[config.mk]
export PLATFORM = sky130hd
export DESIGN_NAME = instr_decode_stage
export DESIGN_NICKNAME = d
export VERILOG_FILES = /design/src/rtl/isa_defs_pkg.sv /design/src/rtl/instr_decode_comb.sv /design/src/rtl/instr_decode_stage.sv
export SDC_FILE = /design/constraint.sdc
export NUM_CORES = 1
export LEC_CHECK = 0
export CAP_MARGIN = 20
export CORE_MARGIN = 2
export CORE_UTILIZATION = 54
export DETAILED_ROUTE_END_ITERATION = 6
export GPL_TIMING_DRIVEN = 0
export PLACE_DENSITY = 0.89
export SLEW_MARGIN = 0
export SYNTH_ARGS = -nofsm -noshare
export SYNTH_HDL_FRONTEND = slang
export SYNTH_SLANG_ARGS = --single-unit
[constraint.sdc]
create_clock -name clk -period 5.6 [get_ports clk]
set_clock_uncertainty 0.1 [all_clocks]
set_input_delay 0.84 -clock clk [delete_from_list [all_inputs] [get_ports clk]]
set_output_delay 0.84 -clock clk [all_outputs]
set_load 0.02 [all_outputs]
[src/rtl/isa_defs_pkg.sv]
// ISA definitions shared by fetch, decode and execute: opcodes, ALU ops and the decoded bundle.
// Bundle widths are fixed here; the decode stage parameters must match these values.
package isa_defs_pkg;

  localparam int DEC_XLEN       = 32;
  localparam int DEC_REG_ADDR_W = 3;
  localparam int DEC_IMM_W      = 16;
  localparam int OPC_W          = 6;

  typedef enum logic [OPC_W-1:0] {
    OPC_NOP   = 6'd0,
    OPC_ADD   = 6'd1,
    OPC_SUB   = 6'd2,
    OPC_ADDI  = 6'd3,
    OPC_LOAD  = 6'd4,
    OPC_STORE = 6'd5,
    OPC_AND   = 6'd6,
    OPC_OR    = 6'd7,
    OPC_ANDI  = 6'd8,
    OPC_BEQ   = 6'd9
  } opcode_e;

  typedef enum logic [2:0] {
    ALU_OP_NONE = 3'd0,
    ALU_OP_ADD  = 3'd1,
    ALU_OP_SUB  = 3'd2,
    ALU_OP_AND  = 3'd3,
    ALU_OP_OR   = 3'd4
  } alu_op_e;

  // opcode is kept raw so illegal encodings reach execute unchanged
  typedef struct packed {
    logic [OPC_W-1:0]          opcode;
    logic [DEC_REG_ADDR_W-1:0] rd;
    logic [DEC_REG_ADDR_W-1:0] rs1;
    logic [DEC_REG_ADDR_W-1:0] rs2;
    logic [DEC_XLEN-1:0]       imm;
    alu_op_e                   alu_op;
    logic                      reg_we;
    logic                      mem_re;
    logic                      mem_we;
    logic                      use_imm;
    logic                      is_branch;
    logic                      illegal;
  } dec_t;

  typedef enum logic [1:0] {
    ST_EMPTY = 2'd0,
    ST_ONE   = 2'd1,
    ST_TWO   = 2'd2
  } skid_state_e;

endpackage

[src/rtl/instr_decode_comb.sv]
// Combinational decode of one 32-bit instruction word into a dec_t bundle; zero latency, no flow control.
// STORE and BEQ read their second source from the rd field and write no register.
module instr_decode_comb
  import isa_defs_pkg::*;
(
  input  logic [31:0] i_instr,
  output dec_t        o_dec
);

  localparam int W      = DEC_REG_ADDR_W;
  localparam int RD_HI  = 25;
  localparam int RS1_HI = 25 - W;
  localparam int RS2_HI = 25 - 2 * W;

  logic [OPC_W-1:0]     w_opc;
  logic [W-1:0]         w_rd_f;
  logic [W-1:0]         w_rs1_f;
  logic [W-1:0]         w_rs2_f;
  logic [DEC_IMM_W-1:0] w_imm_f;
  logic [DEC_XLEN-1:0]  w_imm_sx;
  logic [DEC_XLEN-1:0]  w_imm_zx;
  logic                 w_unused;

  assign w_opc    = i_instr[31:26];
  assign w_rd_f   = i_instr[RD_HI -: W];
  assign w_rs1_f  = i_instr[RS1_HI -: W];
  assign w_rs2_f  = i_instr[RS2_HI -: W];
  assign w_imm_f  = i_instr[RS2_HI -: DEC_IMM_W];
  assign w_imm_sx = DEC_XLEN'($signed(w_imm_f));
  assign w_imm_zx = DEC_XLEN'(w_imm_f);
  // low bits below the immediate carry no meaning in any format
  assign w_unused = ^i_instr;

  always_comb begin
    o_dec        = '0;
    o_dec.opcode = w_opc;
    o_dec.rd     = w_rd_f;
    o_dec.rs1    = w_rs1_f;
    o_dec.rs2    = w_rs2_f;
    o_dec.alu_op = ALU_OP_NONE;
    case (w_opc)
      OPC_NOP: ;
      OPC_ADD: begin
        o_dec.alu_op = ALU_OP_ADD;
        o_dec.reg_we = 1'b1;
      end
      OPC_SUB: begin
        o_dec.alu_op = ALU_OP_SUB;
        o_dec.reg_we = 1'b1;
      end
      OPC_ADDI: begin
        o_dec.alu_op  = ALU_OP_ADD;
        o_dec.reg_we  = 1'b1;
        o_dec.use_imm = 1'b1;
        o_dec.imm     = w_imm_sx;
      end
      OPC_LOAD: begin
        o_dec.alu_op  = ALU_OP_ADD;
        o_dec.reg_we  = 1'b1;
        o_dec.mem_re  = 1'b1;
        o_dec.use_imm = 1'b1;
        o_dec.imm     = w_imm_sx;
      end
      OPC_STORE: begin
        o_dec.rd      = '0;
        o_dec.rs2     = w_rd_f;
        o_dec.alu_op  = ALU_OP_ADD;
        o_dec.mem_we  = 1'b1;
        o_dec.use_imm = 1'b1;
        o_dec.imm     = w_imm_sx;
      end
      OPC_AND: begin
        o_dec.alu_op = ALU_OP_AND;
        o_dec.reg_we = 1'b1;
      end
      OPC_OR: begin
        o_dec.alu_op = ALU_OP_OR;
        o_dec.reg_we = 1'b1;
      end
      OPC_ANDI: begin
        o_dec.alu_op  = ALU_OP_AND;
        o_dec.reg_we  = 1'b1;
        o_dec.use_imm = 1'b1;
        o_dec.imm     = w_imm_zx;
      end
      OPC_BEQ: begin
        o_dec.rd        = '0;
        o_dec.rs2       = w_rd_f;
        o_dec.alu_op    = ALU_OP_SUB;
        o_dec.is_branch = 1'b1;
        o_dec.imm       = w_imm_sx;
      end
      default: o_dec.illegal = 1'b1;
    endcase
  end

endmodule

[src/rtl/instr_decode_stage.sv]
// Registered decode stage with skid buffer: 1-cycle latency, full throughput.
// in_ready comes only from skid occupancy; output holds stable while out_ready is low.
module instr_decode_stage
  import isa_defs_pkg::*;
#(
  parameter int XLEN       = 32,
  parameter int REG_ADDR_W = 3,
  parameter int IMM_W      = 16,
  parameter int CNT_W      = 16
) (
  input  logic             clk,
  input  logic             rst,
  input  logic             in_valid,
  output logic             in_ready,
  input  logic [31:0]      in_instr,
  output logic             out_valid,
  input  logic             out_ready,
  output dec_t             out_dec,
  output logic [CNT_W-1:0] illegal_cnt
);

  if ((2 * REG_ADDR_W + IMM_W > 26) || (IMM_W > XLEN)) begin : g_bad_widths
    $error("instr_decode_stage: field widths do not fit the instruction word");
  end
  if ((XLEN != DEC_XLEN) || (REG_ADDR_W != DEC_REG_ADDR_W) || (IMM_W != DEC_IMM_W)) begin : g_pkg_mismatch
    $error("instr_decode_stage: parameters differ from isa_defs_pkg bundle widths");
  end

  skid_state_e      r_state;
  skid_state_e      w_state_nxt;
  dec_t             r_out_dec;
  dec_t             r_skid_dec;
  dec_t             w_dec;
  logic [CNT_W-1:0] r_illegal_cnt;
  logic             w_accept;
  logic             w_load_out;
  logic             w_load_skid;
  logic             w_skid_to_out;

  instr_decode_comb u_decode (
    .i_instr (in_instr),
    .o_dec   (w_dec)
  );

  assign in_ready    = (r_state != ST_TWO);
  assign out_valid   = (r_state != ST_EMPTY);
  assign w_accept    = in_valid && in_ready;
  assign out_dec     = r_out_dec;
  assign illegal_cnt = r_illegal_cnt;

  always_comb begin
    w_state_nxt   = r_state;
    w_load_out    = 1'b0;
    w_load_skid   = 1'b0;
    w_skid_to_out = 1'b0;
    case (r_state)
      ST_EMPTY: begin
        if (w_accept) begin
          w_load_out  = 1'b1;
          w_state_nxt = ST_ONE;
        end
      end
      ST_ONE: begin
        if (w_accept && out_ready) begin
          w_load_out = 1'b1;
        end else if (w_accept) begin
          w_load_skid = 1'b1;
          w_state_nxt = ST_TWO;
        end else if (out_ready) begin
          w_state_nxt = ST_EMPTY;
        end
      end
      ST_TWO: begin
        if (out_ready) begin
          w_skid_to_out = 1'b1;
          w_state_nxt   = ST_ONE;
        end
      end
      default: w_state_nxt = ST_EMPTY;
    endcase
  end

  always_ff @(posedge clk or posedge rst) begin
    if (rst) begin
      r_state    <= ST_EMPTY;
      r_out_dec  <= '0;
      r_skid_dec <= '0;
    end else begin
      r_state <= w_state_nxt;
      if (w_load_out) begin
        r_out_dec <= w_dec;
      end else if (w_skid_to_out) begin
        r_out_dec <= r_skid_dec;
      end
      if (w_load_skid) begin
        r_skid_dec <= w_dec;
      end
    end
  end

  // saturates at all-ones so a flood of bad opcodes never reads as a small count
  always_ff @(posedge clk or posedge rst) begin
    if (rst) begin
      r_illegal_cnt <= '0;
    end else if (w_accept && w_dec.illegal && (r_illegal_cnt != '1)) begin
      r_illegal_cnt <= r_illegal_cnt + 1'b1;
    end
  end

endmodule
==> results.sh, run 1 <==
export IMPL_outcome="complete, no violations"
export IMPL_antenna_cells=0
export IMPL_fillers=566
export IMPL_pwr_share_clk_pct=24.1
export IMPL_p_sw_w=0.0007418
export IMPL_yosys_area_top_type="dfrtp_1"
export IMPL_clkLatencyLatePin_ps=370
export IMPL_power_density_mw_per_mm2=377.2
export IMPL_r2r_end="illegal_cnt[1]$_DFFE_PP0P_"
export IMPL_syn_to_final_growth_pct=30.60
export IMPL_endpoint_kind="primary output"
export IMPL_r2r_slack_ps=3490
export IMPL_start_util_pct=56.02
export IMPL_worstSetupStartpointType="register"
export IMPL_swShare_pct=32.38
export IMPL_vias_per_cell=5.708
export IMPL_yosysTopAreaCellShare_pct=53.82
export IMPL_startpoint="out_dec[39]$_DFFE_PP0P_"
export IMPL_cp_top_family="buffers and inverters"
export IMPL_gp_congestion=0.8486
export IMPL_tightestPinTransition_ps=591.6
export IMPL_first_iter_violations=258
export IMPL_synth_nets=447
export IMPL_path_buf_inv=2
export IMPL_period_share_pct=49.30
export IMPL_synth_seq_cells=100
export IMPL_synth_enable_flop_cells=0
export IMPL_fin_crit_ps=2761
export IMPL_cp_slowest_cell="dfrtp_1"
export IMPL_ys_top_cells_by_count="100 x dfrtp_1, 38 x nand2_1, 30 x mux2i_1"
export IMPL_finalNonFillerCells=634
export IMPL_synth_main_ff_cell="dfrtp_1"
export IMPL_clk_pin_slew_ps=90
export IMPL_netlist_area_mm2=0.004649
export IMPL_hold_start="r_skid_dec[6]$_DFFE_PP0P_"
export IMPL_ys_seq_area_share_pct=53.82
export IMPL_dr_pass1_iters=4
export IMPL_grt_pass1_wl_mm=18.02
export IMPL_numCtsBuffers=9
export IMPL_postCtsHoldBufs=0
export IMPL_totalWireLength_mm=11.02
export IMPL_final_hold_viol_count=0
export IMPL_hold_depth=2
export IMPL_yosysMostFrequentCell="dfrtp_1"
export IMPL_cp_arrival_ps=1820
export IMPL_core_area_mm2=0.008299
export IMPL_sequentialPowerShare_pct=42.7
export IMPL_vdd_drop_max_v=0.0002925
export IMPL_drive_gt1_share_pct=15.50
export IMPL_synth_area_top_cells="dfrtp_1 54%, mux2i_1 6.5%, mux2_2 5.3%"
export IMPL_h_tree_depth=3
export IMPL_finalMaxSlewViolations=0
export IMPL_fmax_mhz=362.2
export IMPL_fin_tns_setup_ps=0
export IMPL_grt_max_degree=65
export IMPL_hold_path_class="register to register"
export IMPL_cp_max_fo=17
export IMPL_drcViolationCount=0
export IMPL_rsz0062_at_grt="no"
export IMPL_grt_usage_pct=23.70
export IMPL_die_y_um=96.79
export IMPL_netlist_instances=410
export IMPL_finalNetCount=561
export IMPL_crit_required_ps=4660
export IMPL_dr_total_vias=3619
export IMPL_die_w_um=96.79
export IMPL_antenna_found_initial=0
export IMPL_synth_async_reset_ratio_pct=100.0
export IMPL_wl_per_cell_um=17.38
export IMPL_port_buffer_count=102
export IMPL_min_to="r_skid_dec[6]$_DFFE_PP0P_"
export IMPL_rows=33
export IMPL_relSlewSlack_pct=60.00
export IMPL_pwr_share_comb_pct=33.2
export IMPL_max_stage_delay_ps=660
export IMPL_ant_nets=0
export IMPL_rr_worst_depth=5
export IMPL_cts_resized=0
export IMPL_dp_hpwl_mm=7.663
export IMPL_cts_sinks=100
export IMPL_drv_cap=0
export IMPL_holdWs_ps=396.6
export IMPL_die_area_mm2=0.009368
export IMPL_synth_area_per_cell_um2=11.34
export IMPL_grt_pass1_vias=3530
export IMPL_placed_cells=618
export IMPL_p_leak_nw=2.882
export IMPL_finalSetupViolations=0
export IMPL_cts_tree="done"
export IMPL_yosysWarningCount=0
export IMPL_grt_overflow=0
export IMPL_critPathKind="register to primary output"
export IMPL_yosysUniqueCellTypes=44
export IMPL_pin_count=110
export IMPL_cts_root_buf="clkbuf_8"
export IMPL_p_int_w=0.001549
export IMPL_r2r_start="illegal_cnt[0]$_DFFE_PP0P_"
export IMPL_cp_cell_sequence="buf_4 -> clkdlybuf4s50_1"
export IMPL_post_cts_buffers=0
export IMPL_clockBufferDepth=2
## stage by stage
stage                     cell area [um2]  util [%]  setup WS [ps]  total power, W
after floorplan                      4649         -           2041        0.001407
after global placement               5802     69.91          690.4        0.001715
after detailed placement             5832     70.27           2642        0.001750
after CTS                            6072     73.16           2809        0.002298
after global routing                 6072     73.16           2724        0.002398
final                                6072     73.16           2839        0.002291
## area by class of cell
type	instances	area (um2)	share of cell area, %
inverter	3	13.76	0.2267
sequential	100	2502	41.21
timing repair buffer	103	1049	17.27
multi-input combinational	268	1908	31.42
tap	105	131.4	2.164
buffer	39	227.7	3.750
clock inverter	6	112.6	1.855
clock buffer	10	127.6	2.102
## cells in the final DEF (no fill, tap or decap), types with 2 or more instances in the layout
cell type / netlist / final
clkbuf_1: 8 / 9
o2bb2ai_1: 16 / 16
a22o_1: 17 / 17
bufinv_16: 0 / 3
or2_2: 2 / 2
o21ai_0: 29 / 29
mux2i_1: 30 / 30
dfrtp_1: 100 / 100
clkinv_4: 0 / 2
nand3_1: 8 / 8
nand4_1: 4 / 4
xor2_1: 16 / 16
clkbuf_8: 0 / 9
mux2_2: 22 / 22
nor4b_1: 2 / 2
nor3_1: 6 / 6
o31ai_1: 2 / 2
inv_1: 3 / 2
nor4_1: 8 / 8
and3_1: 2 / 2
nand4_2: 2 / 2
clkdlybuf4s50_1: 0 / 102
nor2_1: 19 / 19
a21oi_1: 17 / 17
buf_4: 17 / 17
nand2b_1: 3 / 3
buf_2: 14 / 14
nand2_1: 38 / 38
nor2b_1: 6 / 6
## cell families after synthesis
family,Yosys count,synth area share [%]
AO/OA/AOI/OAI,87,12.62
XOR/XNOR,17,3.202
adder cells (fa/ha/maj),1,0.2691
buffers and inverters,42,5.140
flip-flops,100,53.82
multiplexers,53,12.11
AND/OR/NAND/NOR,110,12.84
## worst reg2reg max path, stage by stage, from the launching register on
cell	delay (ps)
dfrtp_1	450
ha_1	230
nand4_2	220
nor4_4	560
nor2_2	120
mux2_4	320
## routing by layer
metal	global-route usage, %	routed length (um)	vias to the layer above
met5	0	0	-
met4	7.692	132	0
met3	3.685	576	11
met1	33.25	4843	1790
li1	-	-	1685
met2	38.19	5468	133
## sequential cells by signal, summed over array words and instances, names as in the netlist
signal,cells
r_state,2
r_skid_dec,41
out_dec,41
illegal_cnt,16
## how the worst max path moves through the flow
stage | end | slack (ps) | cells past startpoint
after CTS | out_dec[26] | 2810 | 2
after global placement | illegal_cnt[9]$_DFFE_PP0P_ | 690 | 2
after floorplan | illegal_cnt[0]$_DFFE_PP0P_ | 2040 | 1
final | out_dec[26] | 2840 | 2
after global routing | out_dec[26] | 2720 | 2
after detailed placement | out_dec[13]$_DFFE_PP0P_ | 2640 | 6
## power groups by stage
stage	sequential [W]	combinational (W)	clock, W
after floorplan	0.00106	0.000344	0
after global placement	0.000979	0.000736	0
after detailed placement	0.000989	0.000762	0
after CTS	0.000977	0.000766	0.000555
after global routing	0.000996	0.000813	0.000589
final	0.000978	0.000761	0.000552
Power figures use the tool's default switching activity.
==> run 2, diff against run 1 <==
Settings changed: CORE_UTILIZATION 54 to 50, PLACE_DENSITY 0.89 to 0.83.
Clock period 5.6 ns to 2.7 ns, I/O delays scaled along.
==> results.sh, run 2 (synthesis gave the netlist of run 1 again) <==
export IMPL_cp_num_cells=2
export IMPL_clkLatencyLatePin_ps=370
export IMPL_pwr_share_clk_pct=23.1
export IMPL_cp_arrival_ps=1800
export IMPL_final_hold_viol_count=0
export IMPL_cts_sinks=100
export IMPL_cts_resized=0
export IMPL_sequentialPowerShare_pct=43.3
export IMPL_pin_count=110
export IMPL_swShare_pct=32.60
export IMPL_finish_utilization_pct=66.79
export IMPL_dp_hpwl_mm=7.796
export IMPL_postCtsHoldBufs=0
export IMPL_power_total_w=0.004671
export IMPL_p_int_w=0.003148
export IMPL_antenna_cells=0
export IMPL_gp_congestion=0.9000
export IMPL_endpoint_kind="primary output"
export IMPL_mostFrequentLayoutCells="102 x clkdlybuf4s50_1, 100 x dfrtp_1, 38 x nand2_1"
export IMPL_pwr_share_comb_pct=33.6
export IMPL_max_stage_delay_ps=650
export IMPL_wl_per_cell_um=16.88
export IMPL_cp_max_fo=17
export IMPL_cp_top_family="buffers and inverters"
export IMPL_cp_endpoint="out_dec[37]"
export IMPL_p_leak_nw=2.873
export IMPL_r2r_start="illegal_cnt[0]$_DFFE_PP0P_"
export IMPL_regArea_mm2=0.002502
export IMPL_finalSetupViolations=0
export IMPL_path_buf_inv=2
export IMPL_rows=35
export IMPL_grt_max_degree=42
export IMPL_antenna_found_initial=0
export IMPL_r2r_end="illegal_cnt[1]$_DFFE_PP0P_"
export IMPL_drive_gt1_share_pct=15.85
export IMPL_die_area_mm2=0.01009
export IMPL_worstSetupStartpointType="register"
export IMPL_fin_tns_setup_ps=0
export IMPL_hold_path_class="primary input to register"
export IMPL_grt_pass1_vias=3667
export IMPL_dr_total_vias=3620
export IMPL_finalNetCount=562
export IMPL_vdd_drop_max_v=0.0005467
export IMPL_rr_worst_depth=5
export IMPL_numCtsBuffers=9
export IMPL_totalWireLength_mm=10.82
export IMPL_outcome="complete, no violations"
export IMPL_cp_slowest_cell="dfrtp_1"
export IMPL_r2r_slack_ps=570
export IMPL_die_y_um=100.4
export IMPL_rsz0062_at_grt="no"
export IMPL_start_util_pct=51.04
export IMPL_dr_pass1_iters=7
export IMPL_period_share_pct=85.48
export IMPL_cts_tree="done"
export IMPL_finalNonFillerCells=641
export IMPL_finalMaxSlewViolations=0
export IMPL_placed_area_mm2=0.005853
export IMPL_crit_required_ps=2190
export IMPL_post_cts_buffers=0
export IMPL_multi_input_area_mm2=0.001908
export IMPL_fillers=675
export IMPL_clockBufferDepth=2
export IMPL_startpoint="out_dec[39]$_DFFE_PP0P_"
export IMPL_first_iter_violations=206
export IMPL_clk_pin_slew_ps=90
export IMPL_grt_overflow=0
export IMPL_core_area_mm2=0.009109
export IMPL_port_buffer_count=102
export IMPL_fmax_mhz=433.3
export IMPL_placed_cells=625
export IMPL_fin_crit_ps=2308
export IMPL_h_tree_depth=3
export IMPL_ant_nets=0
export IMPL_cp_cell_sequence="buf_4 -> clkdlybuf4s50_1"
export IMPL_syn_to_final_growth_pct=30.84
export IMPL_tightestPinTransition_ps=619.1
export IMPL_grt_pass1_wl_mm=18.13
export IMPL_critPathKind="register to primary output"
export IMPL_power_density_mw_per_mm2=767.9
export IMPL_cts_root_buf="clkbuf_8"
export IMPL_final_area_mm2=0.006083
export IMPL_die_w_um=100.4
export IMPL_vias_per_cell=5.647
export IMPL_drv_cap=0
export IMPL_grt_usage_pct=23.02
export IMPL_final_common_cell="clkdlybuf4s50_1"
export IMPL_relSlewSlack_pct=58.14
export IMPL_drcViolationCount=0
export IMPL_p_sw_w=0.001523
## run 2: cell count changes in the layout (fill, tap and decap cells not counted), sizes merged
cell      change
buf           +1
bufinv        -1
clkinv        -3
clkinvlp      +3
inv           +1
## run 2: worst reg2reg max path, stage by stage, from the launching register on
cell,delay [ps]
dfrtp_1,460
ha_1,240
nand4_2,220
nor4_4,580
nor2_2,110
mux2_4,310
## run 2: metrics by stage
stage	setup WS (ps)	hold WS, ps
floorplan	694.4	342.5
global placement	53.47	358.2
detailed placement	118.1	366.2
CTS	359.2	242.2
global route	254.6	263.4
finish	392.1	257.2
## run 2: worst min path at each step
| stage | startpoint | end | slack [ps] | cells past startpoint |
|---|---|---|---|---|
| floorplan | r_skid_dec[4]$_DFFE_PP0P_ | r_skid_dec[4]$_DFFE_PP0P_ | 340 | 2 |
| global placement | r_skid_dec[39]$_DFFE_PP0P_ | r_skid_dec[39]$_DFFE_PP0P_ | 360 | 2 |
| detailed placement | r_skid_dec[7]$_DFFE_PP0P_ | r_skid_dec[7]$_DFFE_PP0P_ | 370 | 2 |
| CTS | in_instr[26] | r_skid_dec[4]$_DFFE_PP0P_ | 240 | 2 |
| global route | in_instr[26] | r_skid_dec[4]$_DFFE_PP0P_ | 260 | 2 |
| finish | in_instr[27] | r_skid_dec[4]$_DFFE_PP0P_ | 260 | 2 |
## run 2: layout make-up
| cell class | count | area share [%] |
|---|---|---|
| Sequential cell | 100 | 41.14 |
| Multi-Input combinational cell | 268 | 31.37 |
| Timing Repair Buffer | 104 | 17.44 |
| Buffer | 39 | 3.743 |
| Tap cell | 111 | 2.283 |
| Clock buffer | 10 | 2.262 |
| Clock inverter | 6 | 1.522 |
| Inverter | 3 | 0.2468 |
## run 2: power groups by stage
stage | logic [W] | clock network [W] | registers, W
after CTS | 0.00158 | 0.00110 | 0.00202
after global placement | 0.00153 | 0 | 0.00203
after floorplan | 0.000714 | 0 | 0.00220
after detailed placement | 0.00157 | 0 | 0.00205
after global routing | 0.00169 | 0.00116 | 0.00207
final | 0.00157 | 0.00108 | 0.00202
## run 2: routing by layer
layer  GRT usage (%)  up-vias  share of wire [%]
met4           8.219        0                1.3
li1                -     1684                  -
met5               0        -                  0
met3           3.900       12                4.9
met2           37.22      118                 49
met1           31.63     1806                 45
